`config.mk`:
```
export PLATFORM = sky130hd
export DESIGN_NAME = serial_subtractor
export DESIGN_NICKNAME = d
export VERILOG_FILES = /design/src/rtl/serial_sub_pkg.sv /design/src/rtl/full_subtractor.sv /design/src/rtl/serial_subtractor.sv
export SDC_FILE = /design/constraint.sdc
export NUM_CORES = 1
export LEC_CHECK = 0
export ABC_AREA = 1
export BUFFER_PORTS_ARGS = -buffer_cell sky130_fd_sc_hd__buf_4
export CAP_MARGIN = 20
export CORE_MARGIN = 3
export CORE_UTILIZATION = 35
export DETAILED_ROUTE_END_ITERATION = 6
export GPL_ROUTABILITY_DRIVEN = 0
export PLACE_DENSITY = 0.63
export REMOVE_ABC_BUFFERS = 1
export SYNTH_ARGS = -nofsm -noshare
export SYNTH_HDL_FRONTEND = slang
export SYNTH_SLANG_ARGS = --single-unit
```
`constraint.sdc`:
```
create_clock -name clk -period 1.52 [get_ports clk]
set_input_delay 0.228 -clock clk [delete_from_list [all_inputs] [get_ports clk]]
set_output_delay 0.228 -clock clk [all_outputs]
set_load 0.02 [all_outputs]
```
`src/rtl/serial_sub_pkg.sv`:
```
// Shared types and sizing helpers for the bit-serial subtractor.
package serial_sub_pkg;

  typedef enum logic [1:0] {
    IDLE = 2'b00,
    RUN  = 2'b01,
    DONE = 2'b10
  } state_t;

  // Bit counter width; never narrower than one bit.
  function automatic int cnt_width(input int width);
    return (width < 2) ? 1 : $clog2(width);
  endfunction

endpackage

```
`src/rtl/full_subtractor.sv`:
```
// One-bit full subtractor cell: d = a - b - bin with borrow out.
module full_subtractor (
  input  logic a,
  input  logic b,
  input  logic bin,
  output logic d,
  output logic bout
);

  assign d    = a ^ b ^ bin;
  assign bout = (~a & b) | (~(a ^ b) & bin);

endmodule

```
`src/rtl/serial_subtractor.sv`:
```
// Bit-serial LSB-first subtractor D = A - B - Bin, one bit per clock,
// with valid/ready handshakes on operands and result.
//
// state | meaning
// IDLE  | waiting for operands, in_ready high
// RUN   | shifting one bit per cycle through the subtractor cell
// DONE  | result held with out_valid high until out_ready
module serial_subtractor
  import serial_sub_pkg::*;
#(
  parameter int WIDTH = 8
) (
  input  logic             clk,
  input  logic             rst,
  input  logic             in_valid,
  output logic             in_ready,
  input  logic [WIDTH-1:0] A,
  input  logic [WIDTH-1:0] B,
  input  logic             Bin,
  output logic             out_valid,
  input  logic             out_ready,
  output logic [WIDTH-1:0] D,
  output logic             Bout,
  output logic             V
);

  localparam int             CW   = cnt_width(WIDTH);
  localparam logic [CW-1:0]  LAST = CW'(WIDTH - 1);

  state_t           r_state;
  state_t           w_state_next;
  logic [WIDTH-1:0] r_a;
  logic [WIDTH-1:0] r_b;
  logic [WIDTH-1:0] r_res;
  logic [CW-1:0]    r_cnt;
  logic             r_borrow;
  logic             r_sa;
  logic             r_sb;
  logic             w_d;
  logic             w_bout;

  full_subtractor u_fs (
    .a    (r_a[0]),
    .b    (r_b[0]),
    .bin  (r_borrow),
    .d    (w_d),
    .bout (w_bout)
  );

  always_ff @(posedge clk) begin
    if (rst) begin
      r_state  <= IDLE;
      r_a      <= '0;
      r_b      <= '0;
      r_res    <= '0;
      r_cnt    <= '0;
      r_borrow <= 1'b0;
      r_sa     <= 1'b0;
      r_sb     <= 1'b0;
    end else begin
      r_state <= w_state_next;
      case (r_state)
        IDLE: begin
          if (in_valid && in_ready) begin
            r_a      <= A;
            r_b      <= B;
            r_borrow <= Bin;
            r_cnt    <= '0;
            r_sa     <= A[WIDTH-1];
            r_sb     <= B[WIDTH-1];
          end
        end
        RUN: begin
          // Result fills from the MSB end so bit 0 lands at index 0 after WIDTH shifts.
          r_res    <= {w_d, r_res[WIDTH-1:1]};
          r_a      <= r_a >> 1;
          r_b      <= r_b >> 1;
          r_borrow <= w_bout;
          if (r_cnt != LAST) begin
            r_cnt <= r_cnt + CW'(1);
          end
        end
        default: ;
      endcase
    end
  end

  always_comb begin
    w_state_next = r_state;
    in_ready     = 1'b0;
    out_valid    = 1'b0;
    case (r_state)
      IDLE: begin
        in_ready = 1'b1;
        if (in_valid) w_state_next = RUN;
      end
      RUN: begin
        if (r_cnt == LAST) w_state_next = DONE;
      end
      DONE: begin
        out_valid = 1'b1;
        if (out_ready) w_state_next = IDLE;
      end
      default: w_state_next = IDLE;
    endcase
  end

  assign D    = r_res;
  assign Bout = r_borrow;
  assign V    = (r_sa ^ r_sb) & (r_sa ^ r_res[WIDTH-1]);

endmodule

```
==> results of run 1 <==
[metrics by stage]
| step | power [mW] | hold WS [ns] | utilization, % | instances |
|---|---|---|---|---|
| 6_report | 1.93 | 0.164 | 46.2 | 327 |
| 5_1_grt | 2.05 | 0.150 | 46.2 | 327 |
| 4_1_cts | 1.96 | 0.151 | 46.2 | 327 |
| 3_5_place_dp | 1.35 | 0.453 | 44.3 | 320 |
| 3_3_place_gp | 1.34 | 0.451 | 44.3 | 320 |
| 2_1_floorplan | 1.20 | 0.297 | - | 233 |
[metal layers]
layer	vias to the layer above	track usage, %	wire, µm
met5	-	0	0
met2	28	20.0	1340
li1	786	-	-
met3	6	5.10	191
met4	0	6.76	68
met1	585	17.0	1600
[state kept, by name (all words and copies together), names as in the netlist]
name	flops
r_b	8
r_state	2
r_sa	1
r_sb	1
r_cnt	3
D	8
Bout	1
r_a	8
[cells in the final DEF, fill, tap and decap left out]
master / n
inv_1: 27
nand3b_1: 1
nor2_4: 1
clkinv_2: 1
nor2_1: 54
o21ai_0: 9
inv_2: 2
nand3_1: 5
buf_4: 36
clkbuf_8: 5
ha_1: 2
nand2_4: 1
fa_1: 1
buf_12: 1
nand2_1: 87
a21oi_1: 8
o21ai_1: 1
o21ai_2: 1
dfxtp_1: 32
clkbuf_1: 1
nor2_2: 1
[synthesized netlist by cell type]
cell type and count:
buf_2 3, ha_1 2, nor2_2 1, buf_4 5, buf_1 1, nand2_1 87
o21ai_0 9, inv_2 2, nand3b_1 1, a21oi_1 8, nand3_1 5, dfxtp_1 32
nor2_1 54, o21ai_1 1, nand2_4 1, fa_1 1, nor2_4 1, buf_6 1
o21ai_2 1, inv_1 27
[layout make-up]
| type | instances | area, µm² |
|---|---|---|
| clock inverters | 1 | 5.00 |
| well taps | 50 | 62.6 |
| repair buffers | 37 | 290 |
| flip-flops and latches | 32 | 641 |
| inverters | 29 | 109 |
| fillers | 462 | 2230 |
| multi-input cells | 172 | 734 |
| clock buffers | 6 | 72.6 |
[critical path, stage by stage, from the launching register on]
cell and delay [ns]:
dfxtp_1 0.36, inv_1 0.08, o21ai_0 0.12, o21ai_0 0.11, inv_1 0.06, buf_4 0.13
[where the power goes]
part	internal [mW]	switching, mW
registers	0.906	0.0405
clock network	0.310	0.290
logic	0.165	0.213
[cells by family (layout without fill, tap and decap cells)]
logic type	count (synthesis)	in the layout	synth area share, %
AOI/OAI and AO/OA	19	19	6.37
adders and majority gates	3	3	2.90
buffers and inverters	39	73	11.4
DFF	32	32	41.3
and+or+nand+nor	150	150	38.1
[worst max path at each step]
stage	slack, ns	end	cells after the start	from
global route	0.01	V	5	D[7]
CTS	0.1	V	5	D[7]
floorplan	0.11	Bout	4	r_state[0]
finish	0.14	V	5	D[7]
detailed placement	0.28	Bout	7	r_state[0]
global placement	0.30	r_b[1]	7	r_state[0]
==> results.py, run 1 <==
metrics = {
    "sta": {
        "max_slew_margin_pct": 76.8,
        "final-hold-violation-count": 0,
        "slew_viol_final": 0,
        "setup_slack_ns": 0.140,
        "setup_violations": 0,
        "period_share_pct": 90.8,
        "period_minus_slack_ns": 1.38,
        "tns_ns": 0,
        "rsz0062_at_grt": "false",
        "finalClockSkew_ns": 0.00455,
        "worstMarginPinSlew_ns": 0.348,
        "timing.fmax_mhz": 725,
    },
    "setup_path": {
        "r2r_slack_ns": 0.24,
        "critical_path_class": "reg -> out",
        "r2r-start": "r_cnt[0]",
        "regToRegEndpoint": "r_cnt[1]",
        "worstSetupStartpointType": "register",
        "cp.required_ns": 1.29,
        "reg2reg_depth": 6,
        "arrival_ns": 1.15,
        "cp-end-kind": "output pin",
        "critPathMaxFanout": 3,
    },
    "clock_tree": {
        "post_cts_buffers": 0,
        "cts_buffer_depth": 2,
        "cts-resized-gates": 0,
        "htree_levels": 2,
        "cts_num_sinks": 32,
        "cts_tree": "yes",
        "clock_latency_ns": 0.28,
        "postCtsHoldBufs": 0,
        "clock-root-buffer": "clkbuf_8",
        "cts_buffers": 5,
        "path_clk_slew_ns": 0.06,
    },
    "flow_run": {
        "cap_violations": 0,
    },
    "power": {
        "leakagePower_nw": 0.984,
        "power_density_mw_per_mm2": 1010,
        "ir_drop_mv": 0.386,
    },
    "floorplanning": {
        "io_pins": 33,
        "core_mm2": 0.00414,
        "fp-row-count": 23,
        "start_util_pct": 37.4,
        "fp.dieH_um": 72.6,
        "die_width_um": 72.6,
        "die_area_mm2": 0.00527,
    },
    "synth": {
        "ys_warn_count": 0,
        "synth_top_area_cell": "dfxtp_1",
        "seq_area_frac_synth_pct": 41.3,
        "synth_cells": 243,
        "syn_area_mm2": 0.00155,
        "synthDistinctLibCells": 20,
        "synth_top_area_share_pct": 41.3,
        "ys_ff_latch": 32,
        "synth.area.top_cells": "dfxtp_1 41%, nand2_1 21%, nor2_1 13%",
        "syn_avg_cell_area_um2": 6.38,
    },
    "drt": {
        "antenna_left": 0,
        "num_vias": 1405,
        "routedWlPerCell_um": 9.76,
        "drt_iter0_drc": 65,
        "route.detailed.drc": 0,
        "drtPass1Iterations": 4,
        "detail_route.wirelength_um": 3190,
        "vias_per_cell": 4.30,
    },
    "place": {
        "dp.final_hpwl_um": 2200,
        "port_buffers": 32,
        "place_ws_ns": 0.276,
        "dpl_cell_area_mm2": 0.00184,
    },
    "layout": {
        "design_area_mm2": 0.00191,
        "insertedDiodeCount": 0,
        "drive_above_1_share_pct": 17.7,
        "areaGrowthSynthToFinish_pct": 23.4,
        "nNetsFinal": 301,
    },
    "global_route": {
        "grt_usage_pct": 13.5,
        "grt_pass1_vias": 1294,
        "antenna_found_initial": 0,
        "overflow": 0,
        "grt_max_degree": 33,
        "grt_pass1_wl_um": 5490,
    },
    "min_path": {
        "min_to": "r_b[7]",
        "min-delay-path-class": "in -> reg",
        "hold_depth": 2,
        "min_from": "rst",
    },
    "status": {
        "status": "completed",
    },
}
Power figures use the tool's default switching activity.
==> run 2: changes to the inputs <==
CORE_UTILIZATION = 40   (was 35)
CTS_BUF_LIST = sky130_fd_sc_hd__clkbuf_8   (was not set)
PLACE_DENSITY = 0.7   (was 0.63)
==> run 2 against run 1 <==
Net effect: count of clock-buffer cells in the layout up 1; sequential power about the same; largest cell class unchanged; critical endpoint is now out_valid; clock skew is 0.00065 ns lower; wire length down 4.4%.
==> results.py, run 2 (synthesis results as in run 1) <==
metrics = {
    "sta": {
        "slew_viol_final": 0,
        "period_minus_slack_ns": 1.40,
        "worstMarginPinSlew_ns": 0.444,
        "setup_violations": 0,
        "timing.fmax_mhz": 716,
        "tns_ns": 0,
        "period_share_pct": 91.8,
        "final-hold-violation-count": 0,
        "rsz0062_at_grt": "false",
        "max_slew_margin_pct": 70.4,
        "setup_slack_ns": 0.124,
        "finalClockSkew_ns": 0.00390,
        "holdWs_ns": 0.163,
    },
    "clock_tree": {
        "cts-resized-gates": 0,
        "cts_tree": "yes",
        "htree_levels": 2,
        "postCtsHoldBufs": 0,
        "post_cts_buffers": 0,
        "clock_latency_ns": 0.27,
        "cts_buffer_depth": 2,
        "cts_buffers": 5,
        "path_clk_slew_ns": 0.06,
        "cts_num_sinks": 32,
        "clock-root-buffer": "clkbuf_8",
    },
    "place": {
        "placed_cells": 319,
        "place_ws_ns": 0.257,
        "dpl_cell_area_mm2": 0.00184,
        "port_buffers": 32,
        "dp.final_hpwl_um": 2160,
    },
    "drt": {
        "drtPass1Iterations": 6,
        "detail_route.wirelength_um": 3050,
        "routedWlPerCell_um": 9.36,
        "wl_met1_um": 1490,
        "wl_met2_um": 1360,
        "routed.top_layer": "met4",
        "drt_iter0_drc": 74,
        "route.detailed.drc": 0,
        "num_vias": 1449,
        "antenna_left": 0,
        "vias_per_cell": 4.44,
        "routed-wl-met3_um": 196,
    },
    "floorplanning": {
        "fp-row-count": 22,
        "core_mm2": 0.00369,
        "io_pins": 33,
        "die_area_mm2": 0.00466,
        "die_width_um": 68.3,
        "fp.dieH_um": 68.3,
        "start_util_pct": 42.1,
    },
    "layout": {
        "stdcell_count": 326,
        "final_common_cell": "nand2_1",
        "areaGrowthSynthToFinish_pct": 24.9,
        "insertedDiodeCount": 0,
        "most-common-layout-cells": "87 x nand2_1, 54 x nor2_1, 37 x buf_4, 32 x dfxtp_1, 27 x inv_1",
        "fill_cells": 400,
        "drive_above_1_share_pct": 18.3,
        "final_util_pct": 52.5,
        "design_area_mm2": 0.00194,
        "nNetsFinal": 302,
    },
    "setup_path": {
        "cp-end-kind": "output pin",
        "r2r_slack_ns": 0.25,
        "crit_path_end": "out_valid",
        "worstSetupStartpointType": "register",
        "regToRegEndpoint": "r_cnt[2]",
        "reg2reg_depth": 6,
        "path_depth": 3,
        "crit_path_max_incr_delay_ns": 0.45,
        "cpMaxStageDelayCell": "dfxtp_1",
        "r2r-start": "r_cnt[0]",
        "crit_buf_inv": 2,
        "cp_top_family": "flip-flops",
        "arrival_ns": 1.17,
        "cp.required_ns": 1.29,
        "crit_chain": "inv_2, nor2_1, buf_4",
        "critical_path.startpoint": "r_state[1]",
        "critPathMaxFanout": 4,
        "critical_path_class": "reg -> out",
    },
    "power": {
        "leakagePower_nw": 0.999,
        "ir_drop_mv": 0.689,
        "switchingPower_mw": 0.544,
        "finalPower_mw": 2.02,
        "power_density_mw_per_mm2": 1040,
        "comb_power_share_pct": 19.0,
        "p_seq_share_pct": 46.8,
        "power_frac_clock_pct": 34.2,
        "cellInternalPower_mw": 1.48,
        "swShare_pct": 26.9,
    },
    "global_route": {
        "grt_pass1_wl_um": 5310,
        "grt_usage_pct": 15.0,
        "antenna_found_initial": 0,
        "grt_pass1_vias": 1220,
        "overflow": 0,
        "grt_max_degree": 27,
    },
    "status": {
        "status": "completed",
    },
    "flow_run": {
        "cap_violations": 0,
    },
    "min_path": {
        "min-delay-path-class": "in -> reg",
    },
}
[run 2: cell types whose count changed in the layout (fill, tap and decap cells not counted), sizes merged]
cell,delta
buf,+1
clkbuf,+1
clkinv,-1
[run 2: how the worst min path moves through the flow]
stage                     from    endpoint  cells after the start
after floorplan            rst      r_a[7]                      1
after global placement     rst        r_sa                      2
after detailed placement   rst        r_sb                      2
after CTS                  rst  r_state[1]                      2
after global routing       rst        r_sa                      2
final                      rst  r_state[1]                      2
[run 2: cell type report]
cell class	instances	area, µm²	area share [%]
Tap cell	48	60.1	3.10
Clock buffer	7	96.3	4.97
Multi-Input combinational cell	172	734	37.9
Inverter	29	109	5.62
Timing Repair Buffer	38	298	15.4
Sequential cell	32	641	33.1
[run 2: power groups by stage]
stage	logic (mW)	clock network [mW]	registers, mW
after CTS	0.387	0.714	0.945
after detailed placement	0.385	0	0.964
after floorplan	0.214	0	0.982
final	0.383	0.691	0.945
after global routing	0.440	0.762	0.954
after global placement	0.380	0	0.962
[run 2: metal layers]
layer  vias to the layer above  global-route usage, %
met1                       623                   19.6
li1                        792                      -
met5                         -                      0
met2                        32                   23.5
met4                         0                   3.72
met3                         2                   5.25
==> run 3: changes to the inputs <==
PLACE_DENSITY = not set   (was 0.7)
==> run 3 against run 2 <==
Net effect: non-clock buffer count is 2 lower; clock skew increased by 0.0010 ns; hold slack gained 0.011 ns; maximum frequency rose by 0.42%; die area unchanged; largest power group unchanged; critical path depth is 2 higher.
==> results.py, run 3 (synthesis results as in run 1) <==
metrics = {
    "status": {
        "status": "completed",
    },
    "global_route": {
        "grt_pass1_vias": 1230,
        "antenna_found_initial": 0,
        "grt_pass1_wl_um": 5300,
        "grt_max_degree": 33,
        "overflow": 0,
        "grt_usage_pct": 14.9,
    },
    "sta": {
        "final-hold-violation-count": 0,
        "worstMarginPinSlew_ns": 0.328,
        "max_slew_margin_pct": 78.1,
        "slew_viol_final": 0,
        "period_share_pct": 91.5,
        "tns_ns": 0,
        "timing.fmax_mhz": 719,
        "setup_violations": 0,
        "finalClockSkew_ns": 0.00490,
        "period_minus_slack_ns": 1.39,
        "rsz0062_at_grt": "false",
    },
    "clock_tree": {
        "htree_levels": 2,
        "postCtsHoldBufs": 0,
        "cts_tree": "yes",
        "path_clk_slew_ns": 0.06,
        "cts_num_sinks": 32,
        "cts_buffer_depth": 2,
        "clock_latency_ns": 0.27,
        "cts_buffers": 5,
        "clock-root-buffer": "clkbuf_8",
        "post_cts_buffers": 0,
        "cts-resized-gates": 0,
    },
    "place": {
        "dp.final_hpwl_um": 2180,
        "port_buffers": 32,
    },
    "drt": {
        "antenna_left": 0,
        "num_vias": 1409,
        "drtPass1Iterations": 4,
        "routedWlPerCell_um": 9.62,
        "detail_route.wirelength_um": 3120,
        "vias_per_cell": 4.35,
        "drt_iter0_drc": 83,
        "route.detailed.drc": 0,
    },
    "power": {
        "ir_drop_mv": 0.715,
        "leakagePower_nw": 0.993,
        "power_density_mw_per_mm2": 1040,
    },
    "setup_path": {
        "r2r-start": "r_cnt[0]",
        "critical_path.startpoint": "D[7]",
        "cp.required_ns": 1.29,
        "arrival_ns": 1.16,
        "worstSetupStartpointType": "register",
        "critPathMaxFanout": 3,
        "cp-end-kind": "output pin",
        "critical_path_class": "reg -> out",
    },
    "floorplanning": {
        "die_area_mm2": 0.00466,
        "core_mm2": 0.00369,
        "die_width_um": 68.3,
        "start_util_pct": 42.1,
        "fp.dieH_um": 68.3,
        "io_pins": 33,
        "fp-row-count": 22,
    },
    "layout": {
        "final_util_pct": 52.5,
        "insertedDiodeCount": 0,
        "drive_above_1_share_pct": 17.8,
        "nNetsFinal": 300,
        "areaGrowthSynthToFinish_pct": 24.8,
        "final_common_cell": "nand2_1",
        "most-common-layout-cells": "87 x nand2_1, 54 x nor2_1, 34 x buf_4, 32 x dfxtp_1, 27 x inv_1",
    },
    "flow_run": {
        "cap_violations": 0,
    },
    "min_path": {
        "min_from": "rst",
        "min-delay-path-class": "in -> reg",
    },
}
[run 3: cell count changes in the layout (fill, tap and decap cells not counted), sizes merged]
cell | before | now
buf | 38 | 36
[run 3: path summary, 6_finish.rpt]
check	end	slack, ns	cells past startpoint
hold reg to reg	r_b[7]	0.47	2
setup reg to reg	r_cnt[1]	0.30	6
hold / removal	r_sb	0.17	2
setup / recovery	V	0.13	5
[run 3: cell type report]
cell class                      instances  area (µm²)
Timing Repair Buffer                   36         295
Multi-Input combinational cell        172         734
Inverter                               29         109
Tap cell                               48        60.1
Clock buffer                            7        96.3
Fill cell                             404        1750
Sequential cell                        32         641
[run 3: critical path, stage by stage (launching register included)]
cell and delay [ns]:
dfxtp_1 0.37, inv_1 0.08, o21ai_0 0.14, o21ai_1 0.11
inv_1 0.06, buf_4 0.13
[run 3: through the flow]
| step | worst slack, ns | area, µm² | total power, mW | hold WS, ns | std cells |
|---|---|---|---|---|---|
| floorplan | 0.108 | 1480 | 1.20 | 0.297 | 233 |
| global placement | 0.305 | 1840 | 1.35 | 0.452 | 317 |
| detailed placement | 0.298 | 1840 | 1.35 | 0.462 | 317 |
| CTS | 0.0793 | 1940 | 2.05 | 0.165 | 324 |
| global route | 0.0302 | 1940 | 2.14 | 0.173 | 324 |
| finish | 0.130 | 1940 | 2.02 | 0.174 | 324 |
[run 3: report_power, final]
| group | leakage [nW] | switching, mW | total, mW | internal (mW) |
|---|---|---|---|---|
| registers | 0.265 | 0.0404 | 0.946 | 0.906 |
| clock network | 0.0503 | 0.287 | 0.690 | 0.403 |
| logic | 0.679 | 0.214 | 0.381 | 0.167 |
| total | 0.993 | 0.542 | 2.02 | 1.48 |
[run 3: layer usage]
| metal | up-vias | part of all wire (%) | track usage [%] | wire [µm] |
|---|---|---|---|---|
| li1 | 786 | - | - | - |
| met1 | 591 | 48 | 19.3 | 1510 |
| met5 | - | 0 | 0 | 0 |
| met3 | 2 | 6.4 | 4.27 | 198 |
| met4 | 0 | 0.58 | 4.47 | 18 |
| met2 | 30 | 45 | 23.9 | 1390 |
